File: src/rtl/multicycle_control.sv
// Multicycle MIPS-subset control FSM: sequences fetch/decode/execute and
// drives the datapath strobes/selects for lw, sw, R-type, beq, j, addi.
//
// Ports:
//   clk           rising-edge clock
//   rst_n         synchronous active-low reset; gates every output but state
//   opcode        instruction[31:26], sampled in DECODE and MEMADR only
//   mem_ready     memory access completes this cycle
//   pc_write .. alu_src_a   1-bit datapath strobes/selects
//   alu_src_b     00 B, 01 const 4, 10 imm, 11 imm<<2
//   alu_op        00 add, 01 sub, 10 funct
//   pc_source     00 ALU, 01 ALUOut, 10 jump target
//   state         current state (debug)
//   instr_done    pulse on the last cycle of each instruction
//   illegal_op    pulse on an unsupported opcode
module multicycle_control #(
  parameter int MEM_HANDSHAKE = 1
) (
  input  logic       clk,
  input  logic       rst_n,
  input  logic [5:0] opcode,
  input  logic       mem_ready,
  output logic       pc_write,
  output logic       pc_write_cond,
  output logic       i_or_d,
  output logic       mem_read,
  output logic       mem_write,
  output logic       ir_write,
  output logic       mem_to_reg,
  output logic       reg_dst,
  output logic       reg_write,
  output logic       alu_src_a,
  output logic [1:0] alu_src_b,
  output logic [1:0] alu_op,
  output logic [1:0] pc_source,
  output logic [3:0] state,
  output logic       instr_done,
  output logic       illegal_op
);

  localparam logic [3:0] S_FETCH  = 4'd0;
  localparam logic [3:0] S_DECODE = 4'd1;
  localparam logic [3:0] S_MEMADR = 4'd2;
  localparam logic [3:0] S_MEMRD  = 4'd3;
  localparam logic [3:0] S_MEMWB  = 4'd4;
  localparam logic [3:0] S_MEMWR  = 4'd5;
  localparam logic [3:0] S_EXEC   = 4'd6;
  localparam logic [3:0] S_ALUWB  = 4'd7;
  localparam logic [3:0] S_BRANCH = 4'd8;
  localparam logic [3:0] S_JUMP   = 4'd9;
  localparam logic [3:0] S_ADDIEX = 4'd10;
  localparam logic [3:0] S_ADDIWB = 4'd11;

  typedef struct packed {
    logic       pc_write;
    logic       pc_write_cond;
    logic       i_or_d;
    logic       mem_read;
    logic       mem_write;
    logic       ir_write;
    logic       mem_to_reg;
    logic       reg_dst;
    logic       reg_write;
    logic       alu_src_a;
    logic [1:0] alu_src_b;
    logic [1:0] alu_op;
    logic [1:0] pc_source;
    logic       instr_done;
    logic       illegal_op;
  } ctl_t;

  logic [3:0] state_q;
  logic [3:0] state_d;
  ctl_t       c;
  logic       rdy;

  logic is_lw;
  logic is_sw;
  logic is_r;
  logic is_beq;
  logic is_j;
  logic is_addi;

  // Without handshake every memory state completes in one cycle.
  assign rdy = (MEM_HANDSHAKE != 0) ? mem_ready : 1'b1;

  assign is_lw   = (opcode == 6'b100011);
  assign is_sw   = (opcode == 6'b101011);
  assign is_r    = (opcode == 6'b000000);
  assign is_beq  = (opcode == 6'b000100);
  assign is_j    = (opcode == 6'b000010);
  assign is_addi = (opcode == 6'b001000);

  always_ff @(posedge clk) begin
    if (!rst_n) state_q <= S_FETCH;
    else        state_q <= state_d;
  end

  always_comb begin
    c       = '0;
    state_d = state_q;
    unique case (state_q)
      S_FETCH: begin
        c.mem_read  = 1'b1;
        c.alu_src_b = 2'b01;
        c.ir_write  = rdy;
        c.pc_write  = rdy;
        if (rdy) state_d = S_DECODE;
      end
      S_DECODE: begin
        c.alu_src_b = 2'b11;
        unique case (1'b1)
          is_lw, is_sw: state_d = S_MEMADR;
          is_r:         state_d = S_EXEC;
          is_beq:       state_d = S_BRANCH;
          is_j:         state_d = S_JUMP;
          is_addi:      state_d = S_ADDIEX;
          default: begin
            c.illegal_op = 1'b1;
            c.instr_done = 1'b1;
            state_d      = S_FETCH;
          end
        endcase
      end
      S_MEMADR: begin
        c.alu_src_a = 1'b1;
        c.alu_src_b = 2'b10;
        state_d     = is_lw ? S_MEMRD : S_MEMWR;
      end
      S_MEMRD: begin
        c.mem_read = 1'b1;
        c.i_or_d   = 1'b1;
        if (rdy) state_d = S_MEMWB;
      end
      S_MEMWB: begin
        c.mem_to_reg = 1'b1;
        c.reg_write  = 1'b1;
        c.instr_done = 1'b1;
        state_d      = S_FETCH;
      end
      S_MEMWR: begin
        c.mem_write  = 1'b1;
        c.i_or_d     = 1'b1;
        c.instr_done = rdy;
        if (rdy) state_d = S_FETCH;
      end
      S_EXEC: begin
        c.alu_src_a = 1'b1;
        c.alu_op    = 2'b10;
        state_d     = S_ALUWB;
      end
      S_ALUWB: begin
        c.reg_dst    = 1'b1;
        c.reg_write  = 1'b1;
        c.instr_done = 1'b1;
        state_d      = S_FETCH;
      end
      S_BRANCH: begin
        c.alu_src_a     = 1'b1;
        c.alu_op        = 2'b01;
        c.pc_write_cond = 1'b1;
        c.pc_source     = 2'b01;
        c.instr_done    = 1'b1;
        state_d         = S_FETCH;
      end
      S_JUMP: begin
        c.pc_write   = 1'b1;
        c.pc_source  = 2'b10;
        c.instr_done = 1'b1;
        state_d      = S_FETCH;
      end
      S_ADDIEX: begin
        c.alu_src_a = 1'b1;
        c.alu_src_b = 2'b10;
        state_d     = S_ADDIWB;
      end
      S_ADDIWB: begin
        c.reg_write  = 1'b1;
        c.instr_done = 1'b1;
        state_d      = S_FETCH;
      end
      default: state_d = S_FETCH;
    endcase
  end

  assign state = state_q;

  // Reset masks the strobes immediately, even mid memory wait.
  assign {pc_write, pc_write_cond, i_or_d, mem_read,
          mem_write, ir_write, mem_to_reg, reg_dst,
          reg_write, alu_src_a, alu_src_b, alu_op,
          pc_source, instr_done, illegal_op}
         = rst_n ? c : '0;

endmodule

File: config.mk
export PLATFORM = sky130hd
export DESIGN_NAME = multicycle_control
export DESIGN_NICKNAME = d
export VERILOG_FILES = /design/src/rtl/multicycle_control.sv
export SDC_FILE = /design/constraint.sdc
export NUM_CORES = 1
export LEC_CHECK = 0
export BUFFER_PORTS_ARGS = -buffer_cell sky130_fd_sc_hd__buf_4
export CORE_AREA = 5 5 42 44
export CTS_CLUSTER_DIAMETER = 80
export CTS_CLUSTER_SIZE = 8
export DETAILED_ROUTE_END_ITERATION = 10
export DIE_AREA = 0 0 47 49
export GPL_ROUTABILITY_DRIVEN = 0
export HOLD_SLACK_MARGIN = 0.05
export PLACE_DENSITY_LB_ADDON = 0.1
export SETUP_SLACK_MARGIN = 0.2
export SYNTH_ARGS = -nofsm -noshare
export SYNTH_HDL_FRONTEND = slang
export SYNTH_SLANG_ARGS = --single-unit
File: constraint.sdc
create_clock -name clk -period 5.1 [get_ports clk]
set_clock_uncertainty 0.15 [all_clocks]
set_input_delay 1.275 -clock clk [delete_from_list [all_inputs] [get_ports clk]]
set_output_delay 1.275 -clock clk [all_outputs]
set_load 0.02 [all_outputs]
==> flow_metrics.tcl, run 1 <==
set metrics [dict create \
    outcome "finished clean" \
    stdcell_area_um2 808.3 \
    synthArstFlopShare 0 \
    placed_cell_area_um2 785.8 \
    wirelength_um 1735 \
    layout-drive-gt1-share 0.3246 \
    crit_slowest_cell "or3b_1" \
    setup_tns_ps 0 \
    power_frac_seq 0.309 \
    grt_pass1_vias 656 \
    grtUsageTotal 0.1644 \
    path_buf_inv 2 \
    syn_inst 89 \
    antenna_found_initial 0 \
    worstPathMaxFanout 12 \
    maxSlewViolCount 0 \
    cap_violations 0 \
    synth_top_area_share 0.1373 \
    grt_max_degree 19 \
    avgViaCountPerCell 5.669 \
    intPower_uw 78.61 \
    ctsHoldBuffers 0 \
    path_cells "buf_4 > or3b_1 > nor2_1 > and4_1 > o21bai_2 > buf_4" \
    layout_setup_ws_ps 1199 \
    slew_headroom 0.6252 \
    startpoint_type "input port" \
    p_leak_nw 0.3481 \
    critPathCaptureType "output port" \
    pre_cts_slack_ps 1210 \
    cts_root_buf "clkbuf_4" \
    synth_ff_type "dfxtp_1" \
    max_freq_mhz 256.3 \
    die_y_um 49 \
    antenna_cells 0 \
    utilization 0.5768 \
    hold_violations 0 \
    crit_top_cell "buf_4" \
    rsz0062_at_grt "no" \
    synth_top_area_cell "dfxtp_1" \
    grt_pass1_wl_um 2870 \
    synthDistinctLibCells 39 \
    num_rows 14 \
    largest_reg_flops 4 \
    synth_most_common_cell "nor3_1" \
    cpPeakStageDelay_ps 440 \
    fin_crit_ps 3901 \
    finalNonFillerCells 130 \
    drtIter0Drc 16 \
    synthTopCellsByCount "nor3_1, nor2_1, nand2_1" \
    area_delta_synth_final_pct 38.63 \
    synth_seq_area_share 0.1373 \
    core_area_um2 1401 \
    hold_class "register to register" \
    insertion_delay_ps 240 \
    io_buffer_count 30 \
    p_total_uw 117.9 \
    die_x_um 47 \
    numClockSinks 4 \
    ir_drop_mv 0.1690 \
    p_comb_frac 0.356 \
    first_pass_iters 4 \
    cts_setup_buffers 0 \
    cts_tree "done" \
    p_clk_frac 0.336 \
    critical_path_class "input port to output port" \
    holdWs_ps 595.2 \
    start_util 0.4161 \
    syn_nets 98 \
    cts.clk_slew.worst_paths_ps 30 \
    dp_cells 127 \
    grt-ovfl-total 0 \
    p_sw_frac 0.3335 \
    cp.arrival_ps 2480 \
    min_period_over_period 0.7649 \
    postSynthAreaPerCell_um2 6.551 \
    design.die.area_um2 2303 \
    cts_buffer_depth 2 \
    ant_nets 0 \
    htreeDepth 1 \
    powerDensity_nw_per_um2 145.9 \
    setup_viol 0 \
    layout.nets 125 \
    wl_per_cell_um 13.35 \
    required_ps 3670 \
    synth_top_cells_by_area "dfxtp_1, nor3_1, nor2_1, nand2_1, nor2b_1" \
    vias 737 \
    cts_buffers 3 \
    drc_errors 0 \
    fillers 158 \
    p_switching_uw 39.33 \
    synthesis.area_um2 583.1 \
    io_pins 31 \
    critPathTopFamily "simple AND/OR/NAND/NOR gates" \
    cts_resized 0 \
    ys_ff_latch 4 \
    synth_edf_count 0 \
    worst_pin_slew_ps 561.4 \
    yosys_warnings 0 \
]
-- path summary, 6_finish.rpt --
kind	end	start	slack, ps	cells past startpoint
setup / recovery	instr_done	rst_n	1200	6
hold / removal	state[1]	state[1]	600	2
setup reg to reg	state[1]	state[0]	3360	4
hold reg to reg	state[1]	state[1]	600	2
-- cells in the final DEF, fill, tap and decap left out, types with 2 or more instances in the layout --
master	count
a21oi_1	3
buf_4	30
clkbuf_4	3
dfxtp_1	4
inv_1	3
nand2_1	8
nand2b_1	3
nand3_1	4
nor2_1	9
nor2b_1	4
nor3_1	11
o21ai_0	5
xor2_1	2
-- power by group through the flow --
| stage | Clock [mW] | Combinational, mW | Sequential, mW |
|---|---|---|---|
| final | 0.0396 | 0.0420 | 0.0364 |
| after CTS | 0.0406 | 0.0422 | 0.0365 |
| after global placement | 0 | 0.0415 | 0.0370 |
| after detailed placement | 0 | 0.0421 | 0.0369 |
| after floorplan | 0 | 0.0256 | 0.0352 |
| after global routing | 0.0430 | 0.0459 | 0.0370 |
-- logic make-up after synthesis --
kind of cell               synth area share
buffers and inverters               0.09227
AOI/OAI and AO/OA                    0.2232
and+or+nand+nor                      0.4850
adders and majority gates           0.01717
DFF                                  0.1373
xor gates and xnor gates            0.04507
-- worst min-delay path: cells and delay by family, from the launching register on --
family | cells | cell delay [ps]
AOI/OAI and AO/OA | 1 | 70
DFF | 1 | 460
and+or+nand+nor | 1 | 170
-- cell type report --
class                      instances  area [um^2]  area share
inverter                           3        11.26     0.01393
sequential                         4        80.08     0.09907
clock buffer                       3        22.52     0.02786
multi-input combinational         74        449.2      0.5557
tap                               16        20.02     0.02477
timing repair buffer              30        225.2      0.2786
-- routing by layer --
metal / global-route usage / share of wire
met1: 0.2096 / 0.40
met2: 0.2692 / 0.52
met3: 0.05904 / 0.080
met4: 0.01382 / 0
met5: 0 / 0
Power figures use the tool's default switching activity.
==> run 2: changes to the inputs <==
Settings changed: ABC_AREA from default to 1, CORE_AREA 5 5 42 44 to default, CORE_MARGIN from default to 5, CORE_UTILIZATION from default to 39, DIE_AREA 0 0 47 49 to default.
Clock period 5.1 ns to 3.25 ns, I/O delays scaled along.
==> flow_metrics.tcl, run 2 <==
set metrics [dict create \
    outcome "finished clean" \
    grtUsageTotal 0.1387 \
    cap_violations 0 \
    grt.met1_usage 0.1767 \
    avgViaCountPerCell 4.830 \
    vias 768 \
    worst_pin_slew_ps 555.0 \
    cts_buffer_depth 2 \
    area_delta_synth_final_pct 43.60 \
    finalNonFillerCells 159 \
    fillers 146 \
    setup_tns_ps 0 \
    synthArstFlopShare 0 \
    placed_cell_area_um2 805.8 \
    die_y_um 48.46 \
    cpPeakStageDelay_ps 180 \
    design.die.area_um2 2348 \
    cts_tree "done" \
    r2r_start "state[0]" \
    stdcell_area_um2 828.3 \
    worstPathMaxFanout 3 \
    synth_ff_type "dfxtp_1" \
    ant_nets 0 \
    synthesis.area_um2 576.8 \
    grt_use_met2 0.2239 \
    rsz0062_at_grt "no" \
    utilization 0.6135 \
    min_period_over_period 0.8551 \
    synth_top_cells_by_area "nand2_1, nor2_1, dfxtp_1, inv_1, nand3_1" \
    ir_drop_mv 0.1449 \
    grt_pass1_vias 667 \
    grt_max_degree 21 \
    layout_setup_ws_ps 471.0 \
    p_switching_uw 68.52 \
    layout-drive-gt1-share 0.3125 \
    layout_common_cells "buf_4, nand2_1, nor2_1" \
    startpoint_type "input port" \
    dp_hpwl_um 1369 \
    postSynthAreaPerCell_um2 5.060 \
    powerDensity_nw_per_um2 230.8 \
    synthDistinctLibCells 17 \
    antenna_cells 0 \
    io_buffer_count 30 \
    crit_top_cell "nor2_1" \
    syn_inst 114 \
    path_cells "buf_4 > nor2_1 > nand2_1 > nor2_1 > inv_1 > nand2_1 > nor2_1 > nor2_1 > nor2_1 > buf_4" \
    hold_class "register to register" \
    grt_use_met3 0.02141 \
    p_total_uw 191.2 \
    cts_setup_buffers 0 \
    htreeDepth 1 \
    die_x_um 48.46 \
    synth_top_area_share 0.1887 \
    grt_pass1_wl_um 2773 \
    wirelength_um 1642 \
    core_area_um2 1350 \
    cp-startpoint "opcode[3]" \
    io_pins 31 \
    synth_most_common_cell "nand2_1" \
    ctsHoldBuffers 0 \
    cp.arrival_ps 1820 \
    layout.nets 155 \
    top_usage_layer "met2" \
    p_leak_nw 0.4655 \
    fin_crit_ps 2779 \
    critical_path_class "input port to output port" \
    synth_edf_count 0 \
    dp_cells 156 \
    yosys_warnings 0 \
    num_rows 13 \
    slew_headroom 0.6296 \
    synth_seq_area_share 0.1388 \
    wl_per_cell_um 10.33 \
    max_freq_mhz 359.8 \
    p_comb_frac 0.395 \
    power_frac_seq 0.288 \
    insertion_delay_ps 230 \
    p_sw_frac 0.3585 \
    hold_violations 0 \
    synth_top_area_cell "nand2_1" \
    grt-ovfl-total 0 \
    ys_ff_latch 4 \
    cts_root_buf "clkbuf_4" \
    drc_errors 0 \
    numClockSinks 4 \
    drtIter0Drc 13 \
    largest_reg_flops 4 \
    start_util 0.4272 \
    antenna_found_initial 0 \
    synthTopCellsByCount "nand2_1, nor2_1, inv_1" \
    mostFrequentLayoutCell "buf_4" \
    first_pass_iters 4 \
    cts_buffers 3 \
    cts.clk_slew.worst_paths_ps 40 \
    cts_resized 0 \
    critPathCaptureType "output port" \
    intPower_uw 122.6 \
    p_clk_frac 0.317 \
    hp-start "state[0]" \
    syn_nets 123 \
    setup_viol 0 \
    holdWs_ps 452.4 \
    pre_cts_slack_ps 479.7 \
    maxSlewViolCount 0 \
    crit_slowest_cell "nor2_1" \
    required_ps 2290 \
]
## run 2: cell type report
| type | count | area [um^2] | area share |
|---|---|---|---|
| multi-input combinational | 86 | 402.9 | 0.4864 |
| timing repair buffer | 30 | 225.2 | 0.2719 |
| sequential | 4 | 80.08 | 0.09668 |
| inverter | 21 | 78.83 | 0.09517 |
| clock buffer | 3 | 22.52 | 0.02719 |
| tap | 15 | 18.77 | 0.02266 |
## run 2: power by group through the flow
stage	logic (mW)	clock network [mW]	registers, mW
after floorplan	0.0458	0	0.0575
after global placement	0.0749	0	0.0558
after detailed placement	0.0760	0	0.0559
after CTS	0.0761	0.0655	0.0551
after global routing	0.0839	0.0696	0.0554
final	0.0755	0.0606	0.0551
## run 2: worst max-delay path: cells and delay by family
kind / cells / cell delay, ps
AND/OR/NAND/NOR: 7 / 660
buffers and inverters: 3 / 340
## run 2: cells by family (layout without fill, tap and decap cells)
logic type,Yosys count,in the layout,synth area share
AOI/OAI and AO/OA,7,7,0.06290
and+or+nand+nor,79,79,0.6356
DFF,4,4,0.1388
buffers and inverters,24,54,0.1627
## run 2: layer usage
layer / up-vias / wire length [um]
met1: 333 / 773
met5: - / 0
met2: 23 / 737
li1: 410 / -
met4: 0 / 22
met3: 2 / 109
## run 2: path summary, 6_finish.rpt
kind,endpoint,slack (ps),cells past startpoint
hold reg to reg,state[0],450,2
hold / removal,state[0],450,2
setup / recovery,instr_done,470,10
setup reg to reg,state[0],1860,7
